--- src/rtl/clock_divider_multi_pkg.sv ---
// Shared types and helpers for the multi-channel clock divider.
package clkdiv_pkg;

  localparam int MIN_DIV = 2;

  typedef enum logic {
    STOPPED = 1'b0,
    RUNNING = 1'b1
  } ch_state_e;

  function automatic logic [31:0] clamp_div(input logic [31:0] ratio);
    return (ratio < 32'(MIN_DIV)) ? 32'(MIN_DIV) : ratio;
  endfunction

endpackage

--- src/rtl/clock_divider_multi_if.sv ---
// Control/status bundle for clock_divider_multi: per-channel enables, ratio loads and divided outputs.
interface clock_divider_multi_if #(
  parameter int N_CH  = 4,
  parameter int DIV_W = 16
);
  logic [N_CH-1:0]       en;
  logic [N_CH-1:0]       load;
  logic [N_CH*DIV_W-1:0] div_value;
  logic [N_CH-1:0]       clock_out;
  logic [N_CH-1:0]       tick;
  logic [N_CH-1:0]       pending;

  modport master (output en, load, div_value, input clock_out, tick, pending);
  modport slave  (input en, load, div_value, output clock_out, tick, pending);
endinterface

--- src/rtl/clock_divider_multi_ch.sv ---
// One divider channel: period counter, STOPPED/RUNNING FSM and shadow ratio register.
// Optional CLKDIV_SYNC_EN adds a sync_i input that restarts the period on demand.
module clock_divider_ch
  import clkdiv_pkg::*;
#(
  parameter int DIV_W       = 16,
  parameter int DEFAULT_DIV = 5
) (
  input  logic             global_clock,
  input  logic             reset_n,
  input  logic             en_i,
  input  logic             load_i,
  input  logic [DIV_W-1:0] div_i,
`ifdef CLKDIV_SYNC_EN
  input  logic             sync_i,
`endif
  output logic             clock_o,
  output logic             tick_o,
  output logic             pending_o
);

  localparam logic [DIV_W-1:0] RESET_DIV = DIV_W'(clamp_div(32'(DEFAULT_DIV)));

  ch_state_e        state_q, state_d;
  logic [DIV_W-1:0] cnt_q, cnt_d;
  logic [DIV_W-1:0] d_act_q, d_act_d;
  logic [DIV_W-1:0] d_pend_q, d_pend_d;
  logic             pending_q, pending_d;
  logic             clk_q, clk_d;
  logic             tick_q, tick_d;

  logic [DIV_W-1:0] load_div, next_div, cnt_inc, high_len;
  logic [DIV_W:0]   high_ext;
  logic             wrap, sync_hit;

`ifdef CLKDIV_SYNC_EN
  assign sync_hit = sync_i & en_i;
`else
  assign sync_hit = 1'b0;
`endif

  assign load_div = DIV_W'(clamp_div(32'(div_i)));
  // A load landing on a boundary edge bypasses the shadow register.
  assign next_div = load_i ? load_div : (pending_q ? d_pend_q : d_act_q);
  assign high_ext = ({1'b0, d_act_q} + (DIV_W+1)'(1)) >> 1;
  assign high_len = high_ext[DIV_W-1:0];
  assign cnt_inc  = cnt_q + DIV_W'(1);
  assign wrap     = (cnt_q == d_act_q - DIV_W'(1));

  always_comb begin
    state_d   = state_q;
    cnt_d     = cnt_q;
    d_act_d   = d_act_q;
    d_pend_d  = d_pend_q;
    pending_d = pending_q;
    clk_d     = clk_q;
    tick_d    = 1'b0;

    if (load_i) begin
      d_pend_d  = load_div;
      pending_d = 1'b1;
    end

    if (sync_hit || (state_q == STOPPED && en_i) || (state_q == RUNNING && wrap && en_i)) begin
      state_d   = RUNNING;
      cnt_d     = '0;
      clk_d     = 1'b1;
      tick_d    = 1'b1;
      d_act_d   = next_div;
      pending_d = 1'b0;
    end else if (state_q == RUNNING && wrap) begin
      state_d   = STOPPED;
      cnt_d     = '0;
      clk_d     = 1'b0;
      d_act_d   = next_div;
      pending_d = 1'b0;
    end else if (state_q == RUNNING) begin
      cnt_d = cnt_inc;
      clk_d = (cnt_inc < high_len);
    end
  end

  always_ff @(posedge global_clock or negedge reset_n) begin
    if (!reset_n) begin
      state_q   <= STOPPED;
      cnt_q     <= '0;
      d_act_q   <= RESET_DIV;
      d_pend_q  <= '0;
      pending_q <= 1'b0;
      clk_q     <= 1'b0;
      tick_q    <= 1'b0;
    end else begin
      state_q   <= state_d;
      cnt_q     <= cnt_d;
      d_act_q   <= d_act_d;
      d_pend_q  <= d_pend_d;
      pending_q <= pending_d;
      clk_q     <= clk_d;
      tick_q    <= tick_d;
    end
  end

  assign clock_o   = clk_q;
  assign tick_o    = tick_q;
  assign pending_o = pending_q;

endmodule

--- src/rtl/clock_divider_multi.sv ---
// N-channel programmable clock divider; each channel runs independently from global_clock.
// Optional CLKDIV_SYNC_EN adds a sync input that phase-aligns all enabled channels.
module clock_divider_multi
  import clkdiv_pkg::*;
#(
  parameter int N_CH        = 4,
  parameter int DIV_W       = 16,
  parameter int DEFAULT_DIV = 5
) (
  input  logic                 global_clock,
  input  logic                 reset_n,
`ifdef CLKDIV_SYNC_EN
  input  logic                 sync,
`endif
  clock_divider_multi_if.slave bus
);

  logic [N_CH-1:0] clk_vec, tick_vec, pend_vec;

  generate
    for (genvar gi = 0; gi < N_CH; gi++) begin : g_ch
      clock_divider_ch #(
        .DIV_W       (DIV_W),
        .DEFAULT_DIV (DEFAULT_DIV)
      ) u_ch (
        .global_clock (global_clock),
        .reset_n      (reset_n),
        .en_i         (bus.en[gi]),
        .load_i       (bus.load[gi]),
        .div_i        (bus.div_value[gi*DIV_W +: DIV_W]),
`ifdef CLKDIV_SYNC_EN
        .sync_i       (sync),
`endif
        .clock_o      (clk_vec[gi]),
        .tick_o       (tick_vec[gi]),
        .pending_o    (pend_vec[gi])
      );
    end
  endgenerate

  assign bus.clock_out = clk_vec;
  assign bus.tick      = tick_vec;
  assign bus.pending   = pend_vec;

endmodule

--- src/flat_wrapper.sv ---
// flat-port wrapper written by rule: the top's interface ports become plain ports
module clock_divider_multi_flat import clkdiv_pkg::*;
#(
  parameter int N_CH        = 4,
  parameter int DIV_W       = 16,
  parameter int DEFAULT_DIV = 5
)
  (global_clock, reset_n, bus_en, bus_load, bus_div_value, bus_clock_out, bus_tick, bus_pending);
  clock_divider_multi_if #(.N_CH(N_CH), .DIV_W(DIV_W)) bus_i ();
  input  logic global_clock;
  input  logic reset_n;
  input wire logic [$bits(bus_i.en)-1:0] bus_en;
  input wire logic [$bits(bus_i.load)-1:0] bus_load;
  input wire logic [$bits(bus_i.div_value)-1:0] bus_div_value;
  output wire logic [$bits(bus_i.clock_out)-1:0] bus_clock_out;
  output wire logic [$bits(bus_i.tick)-1:0] bus_tick;
  output wire logic [$bits(bus_i.pending)-1:0] bus_pending;
  assign bus_i.en = bus_en;
  assign bus_i.load = bus_load;
  assign bus_i.div_value = bus_div_value;
  assign bus_clock_out = bus_i.clock_out;
  assign bus_tick = bus_i.tick;
  assign bus_pending = bus_i.pending;
  clock_divider_multi #(.N_CH(N_CH), .DIV_W(DIV_W), .DEFAULT_DIV(DEFAULT_DIV)) u_core (.global_clock(global_clock), .reset_n(reset_n), .bus(bus_i));
endmodule
--- config.mk ---
export PLATFORM = sky130hd
export DESIGN_NAME = clock_divider_multi_flat
export DESIGN_NICKNAME = d
export VERILOG_FILES = /design/src/rtl/clock_divider_multi_pkg.sv /design/src/rtl/clock_divider_multi_if.sv /design/src/rtl/clock_divider_multi_ch.sv /design/src/rtl/clock_divider_multi.sv /design/src/flat_wrapper.sv
export SDC_FILE = /design/constraint.sdc
export NUM_CORES = 1
export LEC_CHECK = 0
export ABC_AREA = 0
export BUFFER_PORTS_ARGS = -buffer_cell sky130_fd_sc_hd__clkbuf_2
export CAP_MARGIN = 20
export CORE_AREA = 2 2 182 220
export CTS_CLUSTER_DIAMETER = 60
export CTS_CLUSTER_SIZE = 16
export DETAILED_ROUTE_END_ITERATION = 16
export DIE_AREA = 0 0 184 222
export GPL_ROUTABILITY_DRIVEN = 0
export PLACE_DENSITY_LB_ADDON = 0.3
export SYNTH_ARGS = -nofsm -noshare
export SYNTH_HDL_FRONTEND = slang
export SYNTH_SLANG_ARGS = --single-unit
--- constraint.sdc ---
create_clock -name global_clock -period 3.6 [get_ports global_clock]
set_input_delay 0.18 -clock global_clock [delete_from_list [all_inputs] [get_ports global_clock]]
set_output_delay 0.18 -clock global_clock [all_outputs]
set_load 0.03 [all_outputs]
==> results.py, run 1 <==
metrics = {
    "clock_network": {
        "clk_latency_ns": 0.54,
        "cts_sinks": 208,
        "clkTransAtPathRegs_ns": 0.07,
        "post_cts_buffers": 0,
        "htreeDepth": 1,
        "cts_buffer_depth": 3,
        "cts_tree": "done",
        "cts_buffers": 24,
        "cts-root-buf": "clkbuf_16",
    },
    "layout": {
        "fin_util_pct": 44.5,
        "area_growth_pct": 15.1,
        "n_fill_cell": 3667,
        "fin_nets": 1825,
        "multi_input_area_mm2": 0.00896,
        "seqCellArea_mm2": 0.00522,
        "drive_above_1_share_pct": 17.9,
        "mostFrequentLayoutCells": "200 x dfrtp_1, 125 x nand2_1, 106 x xnor2_1, 87 x nand3_1, 84 x clkbuf_2",
        "postLayoutCellArea_mm2": 0.0172,
        "antenna_cells": 0,
        "final_common_cell": "dfrtp_1",
    },
    "global_route": {
        "antenna_found_initial": 0,
        "top_usage_layer": "met2",
        "grt_overflow": 0,
        "track_usage_pct": 18.6,
        "grt_pass1_wl_um": 63400,
        "met3_usage_pct": 1.86,
        "use_met2_pct": 32.9,
        "grt_pass1_vias": 12800,
        "grt_max_degree": 103,
        "grtUsageMet1_pct": 23.5,
    },
    "yosys": {
        "synth_top_family_by_area": "simple AND/OR/NAND/NOR gates",
        "synth-compound-area-share_pct": 14.1,
        "syn_inst": 1607,
        "ys_warn_count": 0,
        "yosys.area_share.simple_pct": 21.7,
        "ys_seq_elements": 208,
        "netlist_area_mm2": 0.0149,
        "syn_nets": 1753,
        "avgSynthCellArea_um2": 9.28,
        "synth_xor_area_share_pct": 10.6,
        "synth_edf_count": 0,
        "muxShareOfSynthArea_pct": 7.53,
        "synth_cell_types": 82,
        "ys.flop_type": "dfrtp_1",
        "ys_seq_area_share_pct": 35.0,
        "synth-adder-area-share_pct": 6.04,
        "synth-async-reset-ratio_pct": 100,
    },
    "run": {
        "cap_violations": 0,
    },
    "routing": {
        "drc": 0,
        "dr.pass1.iters": 7,
        "routed_via_density": 5.71,
        "wl_per_cell_um": 17.1,
        "drt-initial-drc-count": 751,
        "num_vias": 12500,
        "finalWirelength_um": 37300,
        "postRouteAntennaNets": 0,
    },
    "setup_path": {
        "reg2reg_depth": 9,
        "cp-start-kind": "flop",
        "critPathRequiredTime_ns": 4.03,
        "cp-end-kind": "flop",
        "critical_path_class": "reg -> reg",
        "arrival_ns": 3.83,
        "crit_fanout": 16,
    },
    "die": {
        "ioPinCount": 86,
        "row_count": 79,
        "fp.coreArea_mm2": 0.0385,
        "start_util_pct": 38.7,
        "dieArea_mm2": 0.0408,
        "die_w_um": 184,
        "die_y_um": 222,
    },
    "power_and_ir_drop": {
        "p_int_mw": 5.38,
        "power_mw": 8.37,
        "combPwrFrac_pct": 31.4,
        "p_sw_share_pct": 35.8,
        "cellPowerDensity_mw_per_mm2": 488,
        "vdd_drop_max_uv": 300,
        "seqPwrFrac_pct": 38.9,
        "p_clk_share_pct": 29.7,
        "power.switching_mw": 2.99,
        "p_leak_nw": 7.32,
    },
    "timing": {
        "fin_hold_ws_ns": 0.0246,
        "finalMaxSlewViolations": 0,
        "finalHoldViolCount": 0,
        "finalSetupTns_ns": 0,
        "finalSetupViolCount": 0,
        "relSlewSlack_pct": 43.7,
        "rsz0062_at_grt": "no",
        "period_needed_ns": 3.41,
        "worstMarginPinSlew_ns": 0.844,
        "fmax_ghz": 0.294,
        "final.setup_skew_ns": 0.0171,
        "min_period_over_period_pct": 94.6,
    },
    "placement": {
        "post-dp-hpwl_um": 26100,
        "placedInstanceArea_mm2": 0.0156,
        "io_buffers": 85,
    },
    "min_path": {
        "hold_class": "in -> reg",
        "min_path_cells": 3,
    },
    "status": {
        "status": "complete, no violations",
    },
}
==> worst max-delay path, cell delays in order (launching register included) <==
cell	delay, ns
dfrtp_1	0.46
inv_1	0.11
ha_1	0.24
or4b_2	0.69
o311a_1	0.38
a21oi_1	0.13
nand3b_1	0.24
nor4_4	0.09
o22ai_4	0.53
mux2_2	0.41
==> sequential cells by signal, summed over array words and instances (netlist names) <==
name,count
u_core.g_ch.u_ch.clock_o,4
u_core.g_ch.u_ch.tick_o,4
u_core.g_ch.u_ch.d_act_q,64
u_core.g_ch.u_ch.cnt_q,64
u_core.g_ch.u_ch.d_pend_q,64
u_core.g_ch.u_ch.pending_o,4
u_core.g_ch.u_ch.state_q,4
==> cells by family (layout without fill, tap and decap cells) <==
| group | Yosys count | after routing |
|---|---|---|
| buffers and inverters | 181 | 271 |
| DFF | 208 | 208 |
| and+or+nand+nor | 597 | 597 |
| muxes | 97 | 97 |
| xor gates and xnor gates | 180 | 180 |
| AOI/OAI and AO/OA | 272 | 272 |
| adders and majority gates | 72 | 72 |
==> per-stage QoR <==
stage,setup WS (ns),instances
3_5_place_dp,0.0849,2069
2_1_floorplan,0.428,1607
6_report,0.193,2183
4_1_cts,0.0775,2180
5_1_grt,0.0188,2183
3_3_place_gp,0.153,2067
==> layer usage <==
layer | part of all wire (%) | up-vias
met4 | 2.8 | 0
met5 | 0 | -
met3 | 3.9 | 76
met1 | 43 | 6101
met2 | 50 | 274
li1 | - | 6022
==> cells in the mapped netlist, drive strengths merged (32+ instances only) <==
cell    number  area [µm²]
buf         36         214
xnor2      106         928
clkbuf     114         428
o21ai       51         255
xor2        74         648
dfrtp      200        5000
nor4        32         234
mux2        92        1070
nand3       87         435
nor2        81         304
nand2      125         469
and2        37         231
or4         32         248
ha          72         901
nand4       45         282
==> timing repair <==
action	in CTS	in global routing
hold buffers	67	0
hold endpoints to repair	167	0
resized for setup	0	2
endpoints found under the setup margin	0	20
==> worst paths after layout <==
| kind | from | end | slack [ns] |
|---|---|---|---|
| worst max-delay path | u_core.g_ch[3].u_ch.d_act_q[1] | u_core.g_ch[3].u_ch.d_act_q[1] | 0.19 |
| worst min-delay path | bus_div_value[16] | u_core.g_ch[1].u_ch.d_pend_q[0] | 0.02 |
| worst max register to register | u_core.g_ch[3].u_ch.d_act_q[1] | u_core.g_ch[3].u_ch.d_act_q[1] | 0.19 |
| worst min register to register | u_core.g_ch[0].u_ch.d_pend_q[2] | u_core.g_ch[0].u_ch.d_pend_q[2] | 0.50 |
| max in group asynchronous | reset_n | u_core.g_ch[0].u_ch.d_act_q[0] | 2.38 |
| min in group asynchronous | reset_n | u_core.g_ch[1].u_ch.cnt_q[12] | 0.24 |
==> power groups by stage <==
| stage | logic [mW] | clock network, mW | registers, mW |
|---|---|---|---|
| after CTS | 2.65 | 2.58 | 3.24 |
| after detailed placement | 2.58 | 0 | 3.29 |
| after global routing | 3.00 | 2.68 | 3.33 |
| after global placement | 2.50 | 0 | 3.27 |
| after floorplan | 2.33 | 0 | 2.88 |
| final | 2.63 | 2.48 | 3.26 |
==> cell type report <==
type,instances,area share (%)
repair buffers,196,8.51
clock inverters,17,0.955
clock buffers,27,3.75
inverters,31,0.678
flip-flops and latches,208,30.4
well taps,486,3.54
multi-input cells,1218,52.2
No activity file was read; power rests on OpenSTA's default activity.
==> inputs of run 2 (changes only) <==
==> constraint.sdc (replaced) <==
create_clock -name global_clock -period 4.35 [get_ports global_clock]
set_input_delay 0.2175 -clock global_clock [delete_from_list [all_inputs] [get_ports global_clock]]
set_output_delay 0.2175 -clock global_clock [all_outputs]
set_load 0.03 [all_outputs]
==> results.py, run 2 (synthesis results as in run 1) <==
metrics = {
    "routing": {
        "m1WireLength_um": 16100,
        "top_layer": "met4",
        "drt-initial-drc-count": 750,
        "wl_met3_um": 1300,
        "wl_met2_um": 18400,
        "drc": 0,
        "dr.pass1.iters": 8,
        "num_vias": 12100,
        "routed_via_density": 5.64,
        "wl_per_cell_um": 17.0,
        "finalWirelength_um": 36500,
        "postRouteAntennaNets": 0,
    },
    "timing": {
        "rsz0062_at_grt": "no",
        "min_period_over_period_pct": 82.1,
        "fin_hold_ws_ns": 0.0322,
        "finalSetupViolCount": 0,
        "period_needed_ns": 3.57,
        "finalMaxSlewViolations": 0,
        "relSlewSlack_pct": 36.0,
        "finalHoldViolCount": 0,
        "worstMarginPinSlew_ns": 0.957,
        "fmax_ghz": 0.280,
        "finalSetupTns_ns": 0,
        "final.setup_skew_ns": 0.0209,
    },
    "clock_network": {
        "clk_latency_ns": 0.54,
        "post_cts_buffers": 0,
        "cts_tree": "done",
        "clkTransAtPathRegs_ns": 0.07,
        "ctsResizeCount": 0,
        "htreeDepth": 1,
        "cts_buffer_depth": 3,
        "cts_sinks": 208,
        "cts-root-buf": "clkbuf_16",
        "cts_buffers": 22,
        "hold_buffers": 64,
    },
    "global_route": {
        "grt_pass1_vias": 12300,
        "grt_overflow": 0,
        "track_usage_pct": 18.1,
        "grt_max_degree": 101,
        "antenna_found_initial": 0,
        "grt_pass1_wl_um": 61500,
    },
    "setup_path": {
        "critPathRequiredTime_ns": 4.77,
        "cp-start-kind": "flop",
        "critical_path_class": "reg -> reg",
        "cp-end-kind": "flop",
        "arrival_ns": 3.99,
        "crit_fanout": 34,
        "reg2reg_depth": 9,
    },
    "status": {
        "status": "complete, no violations",
    },
    "placement": {
        "dp.cells": 2045,
        "io_buffers": 85,
        "post-dp-hpwl_um": 25500,
    },
    "power_and_ir_drop": {
        "p_leak_nw": 7.21,
        "vdd_drop_max_uv": 254,
        "cellPowerDensity_mw_per_mm2": 413,
        "power_mw": 7.01,
    },
    "die": {
        "ioPinCount": 86,
        "dieArea_mm2": 0.0408,
        "fp.coreArea_mm2": 0.0385,
        "start_util_pct": 38.7,
        "row_count": 79,
        "die_y_um": 222,
        "die_w_um": 184,
    },
    "layout": {
        "final_common_cell": "dfrtp_1",
        "area_growth_pct": 13.9,
        "fin_nets": 1799,
        "drive_above_1_share_pct": 16.5,
        "stdcell_count": 2154,
        "top_regs": "u_core.g_ch.u_ch.cnt_q (64), u_core.g_ch.u_ch.d_act_q (64), u_core.g_ch.u_ch.d_pend_q (64)",
        "antenna_cells": 0,
        "mostFrequentLayoutCells": "200 x dfrtp_1, 125 x nand2_1, 106 x xnor2_1, 87 x nand3_1, 84 x clkbuf_2",
    },
    "min_path": {
        "hold_class": "in -> reg",
        "min_path_cells": 3,
    },
    "run": {
        "cap_violations": 0,
    },
}
==> run 2: cell types whose count changed in the layout (fill, tap and decap cells not counted), moves of 2 or more <==
cell | before | now
clkinvlp_4 | 3 | 0
clkinv_2 | 3 | 0
clkbuf_16 | 25 | 23
bufinv_16 | 0 | 4
buf_6 | 3 | 1
buf_4 | 40 | 21
clkbuf_8 | 1 | 3
inv_8 | 6 | 3
dlygate4sd3_1 | 67 | 64
==> run 2: worst max-delay path, stage by stage, from the launching register on <==
cell	delay, ns
dfrtp_1	0.47
inv_1	0.09
ha_1	0.22
or4b_1	0.59
or4b_1	0.57
o211ai_1	0.12
o21ai_1	0.08
buf_4	0.23
or3_1	0.69
a32o_1	0.39
==> run 2: worst paths after layout <==
| check | endpoint | slack, ns | startpoint |
|---|---|---|---|
| setup / recovery | u_core.g_ch[1].u_ch.cnt_q[1] | 0.78 | u_core.g_ch[1].u_ch.d_act_q[1] |
| hold / removal | u_core.g_ch[0].u_ch.d_pend_q[0] | 0.03 | bus_div_value[0] |
| setup reg to reg | u_core.g_ch[1].u_ch.cnt_q[1] | 0.78 | u_core.g_ch[1].u_ch.d_act_q[1] |
| hold reg to reg | u_core.g_ch[0].u_ch.d_pend_q[13] | 0.50 | u_core.g_ch[0].u_ch.d_pend_q[13] |
| max in group asynchronous | u_core.g_ch[0].u_ch.d_act_q[0] | 3.14 | reset_n |
| min in group asynchronous | u_core.g_ch[1].u_ch.cnt_q[15] | 0.27 | reset_n |
==> run 2: metal layers <==
metal | up-vias | track usage (%)
met5 | - | 0
met4 | 0 | 5.26
met3 | 55 | 1.95
met2 | 233 | 32.2
met1 | 5910 | 22.9
li1 | 5950 | -
==> run 2: area by class of cell <==
type	instances	area, µm²
clock buffer	27	621
clock inverter	12	213
fill	3647	21600
inverter	31	116
multi-input combinational	1218	8950
sequential	208	5220
tap	486	608
timing repair buffer	172	1260
==> run 2: per-stage QoR <==
stage                     worst slack (ns)  instance area, µm²  utilization [%]
after floorplan                       1.18               14900                -
after global placement               0.831               15500             40.1
after detailed placement             0.800               15500             40.1
after CTS                            0.799               16900             43.9
after global routing                 0.471               17000             44.1
final                                0.779               17000             44.1
==> run 2: power by group <==
part | leakage, nW | internal, mW | switching [mW]
sequential | 2.46 | 2.21 | 0.495
clock | 0.408 | 1.28 | 0.892
combinational | 4.34 | 1.10 | 1.03
total | 7.21 | 4.60 | 2.41
==> inputs of run 3 (changes only) <==
==> constraint.sdc (replaced) <==
create_clock -name global_clock -period 3.5 [get_ports global_clock]
set_input_delay 0.175 -clock global_clock [delete_from_list [all_inputs] [get_ports global_clock]]
set_output_delay 0.175 -clock global_clock [all_outputs]
set_load 0.03 [all_outputs]
==> results.py, run 3 (synthesis results as in run 1) <==
metrics = {
    "status": {
        "status": "complete, no violations",
    },
    "timing": {
        "finalHoldViolCount": 0,
        "period_needed_ns": 3.31,
        "final.setup_skew_ns": 0.0243,
        "worstMarginPinSlew_ns": 0.767,
        "finalMaxSlewViolations": 0,
        "rsz0062_at_grt": "no",
        "finalSetupViolCount": 0,
        "relSlewSlack_pct": 48.4,
        "fmax_ghz": 0.302,
        "min_period_over_period_pct": 94.5,
        "finalSetupTns_ns": 0,
        "layout_setup_ws_ns": 0.193,
    },
    "placement": {
        "dp.cells": 2072,
        "placedInstanceArea_mm2": 0.0157,
        "io_buffers": 85,
        "post-dp-hpwl_um": 26400,
        "dp_slack_ns": 0.0855,
    },
    "setup_path": {
        "r2r_setup_slack_ns": 0.19,
        "arrival_ns": 3.73,
        "worst-path-buf-inv": 1,
        "crit_fanout": 16,
        "path_depth": 9,
        "crit_family": "compound AO/OA/AOI/OAI gates",
        "path_cells": "inv_1 -> ha_1 -> or4b_2 -> o311a_1 -> a21oi_1 -> nand3b_1 -> nor4_4 -> o22ai_4 -> mux2_2",
        "critical_path_class": "reg -> reg",
        "reg2reg_depth": 9,
        "cp_slowest_cell": "or4b_2",
        "cp-start-kind": "flop",
        "critPathMaxStageDelay_ns": 0.68,
        "critPathRequiredTime_ns": 3.92,
        "cp-end-kind": "flop",
    },
    "layout": {
        "multi_input_area_mm2": 0.00897,
        "final_common_cell": "dfrtp_1",
        "drive_above_1_share_pct": 17.8,
        "postLayoutCellArea_mm2": 0.0172,
        "seqCellArea_mm2": 0.00522,
        "antenna_cells": 0,
        "stdcell_count": 2182,
        "fin_nets": 1826,
        "area_growth_pct": 15.3,
        "top_regs": "u_core.g_ch.u_ch.cnt_q (64), u_core.g_ch.u_ch.d_act_q (64), u_core.g_ch.u_ch.d_pend_q (64)",
        "mostFrequentLayoutCells": "200 x dfrtp_1, 125 x nand2_1, 106 x xnor2_1, 87 x nand3_1, 84 x clkbuf_2",
        "n_fill_cell": 3669,
    },
    "power_and_ir_drop": {
        "power.switching_mw": 3.00,
        "seqPwrFrac_pct": 38.5,
        "p_clk_share_pct": 29.7,
        "p_int_mw": 5.65,
        "cellPowerDensity_mw_per_mm2": 503,
        "combPwrFrac_pct": 31.8,
        "vdd_drop_max_uv": 300,
        "p_leak_nw": 7.33,
        "p_sw_share_pct": 34.7,
    },
    "clock_network": {
        "cts-root-buf": "clkbuf_16",
        "cts_buffer_depth": 3,
        "clkTransAtPathRegs_ns": 0.07,
        "post_cts_buffers": 0,
        "cts_buffers": 23,
        "cts_tree": "done",
        "htreeDepth": 1,
        "clk_latency_ns": 0.53,
        "cts_sinks": 208,
    },
    "global_route": {
        "antenna_found_initial": 0,
        "grt_max_degree": 75,
        "grt_pass1_wl_um": 62100,
        "track_usage_pct": 18.2,
        "grt_pass1_vias": 12400,
        "grt_overflow": 0,
    },
    "routing": {
        "drt-initial-drc-count": 909,
        "postRouteAntennaNets": 0,
        "wl_per_cell_um": 17.0,
        "num_vias": 12400,
        "finalWirelength_um": 37000,
        "drc": 0,
        "dr.pass1.iters": 8,
        "routed_via_density": 5.69,
    },
    "min_path": {
        "min_path_cells": 3,
        "hold_class": "in -> reg",
    },
    "die": {
        "die_w_um": 184,
        "die_y_um": 222,
        "dieArea_mm2": 0.0408,
        "fp.coreArea_mm2": 0.0385,
        "start_util_pct": 38.7,
        "row_count": 79,
        "ioPinCount": 86,
    },
    "run": {
        "cap_violations": 0,
    },
}
[run 3: power groups by stage]
stage | logic, mW | clock network (mW) | registers (mW)
6_report | 2.75 | 2.57 | 3.33
5_1_grt | 3.11 | 2.75 | 3.40
4_1_cts | 2.76 | 2.67 | 3.32
3_5_place_dp | 2.68 | 0 | 3.36
3_3_place_gp | 2.61 | 0 | 3.35
2_1_floorplan | 2.40 | 0 | 2.96
[run 3: final timing paths]
path,startpoint,endpoint
min in group asynchronous,reset_n,u_core.g_ch[1].u_ch.cnt_q[11]
max,u_core.g_ch[3].u_ch.d_act_q[1],u_core.g_ch[3].u_ch.d_act_q[1]
min,bus_div_value[16],u_core.g_ch[1].u_ch.d_pend_q[0]
max reg2reg,u_core.g_ch[3].u_ch.d_act_q[1],u_core.g_ch[3].u_ch.d_act_q[1]
max in group asynchronous,reset_n,u_core.g_ch[0].u_ch.cnt_q[5]
min reg2reg,u_core.g_ch[0].u_ch.d_pend_q[13],u_core.g_ch[0].u_ch.d_pend_q[13]
[run 3: layout make-up]
| cell class | count | area share, % |
|---|---|---|
| Timing Repair Buffer | 198 | 8.62 |
| Sequential cell | 208 | 30.3 |
| Multi-Input combinational cell | 1218 | 52.2 |
| Tap cell | 486 | 3.54 |
| Clock inverter | 13 | 1.14 |
| Clock buffer | 28 | 3.51 |
| Inverter | 31 | 0.677 |
[run 3: worst reg2reg max path: cells and delay by family (launching register included)]
kind,cells,cell delay [ns]
AO/OA/AOI/OAI,3,1.04
AND/OR/NAND/NOR,3,1.03
flip-flops,1,0.45
multiplexers,1,0.41
adder cells (fa/ha/maj),1,0.16
buffers and inverters,1,0.11
[run 3: repair_timing]
action	CTS	global route
hold buffers	66	0
gates resized for setup	0	6
endpoints found under the setup margin	0	37
endpoints found under the hold margin	122	0
[run 3: through the flow]
step	power, mW	hold slack [ns]	util [%]
final	8.65	0.0304	44.6
after CTS	8.75	0.000832	44.5
after floorplan	5.36	-0.121	-
after detailed placement	6.04	0.124	40.7
after global routing	9.26	0.0335	44.6
after global placement	5.96	0.120	40.6
[run 3: per-layer routing]
layer	part of all wire, %	track usage [%]	up-vias
met4	2.5	5.86	0
li1	-	-	6004
met3	3.4	1.89	57
met1	43	22.8	6120
met2	51	32.5	231
met5	0	0	-
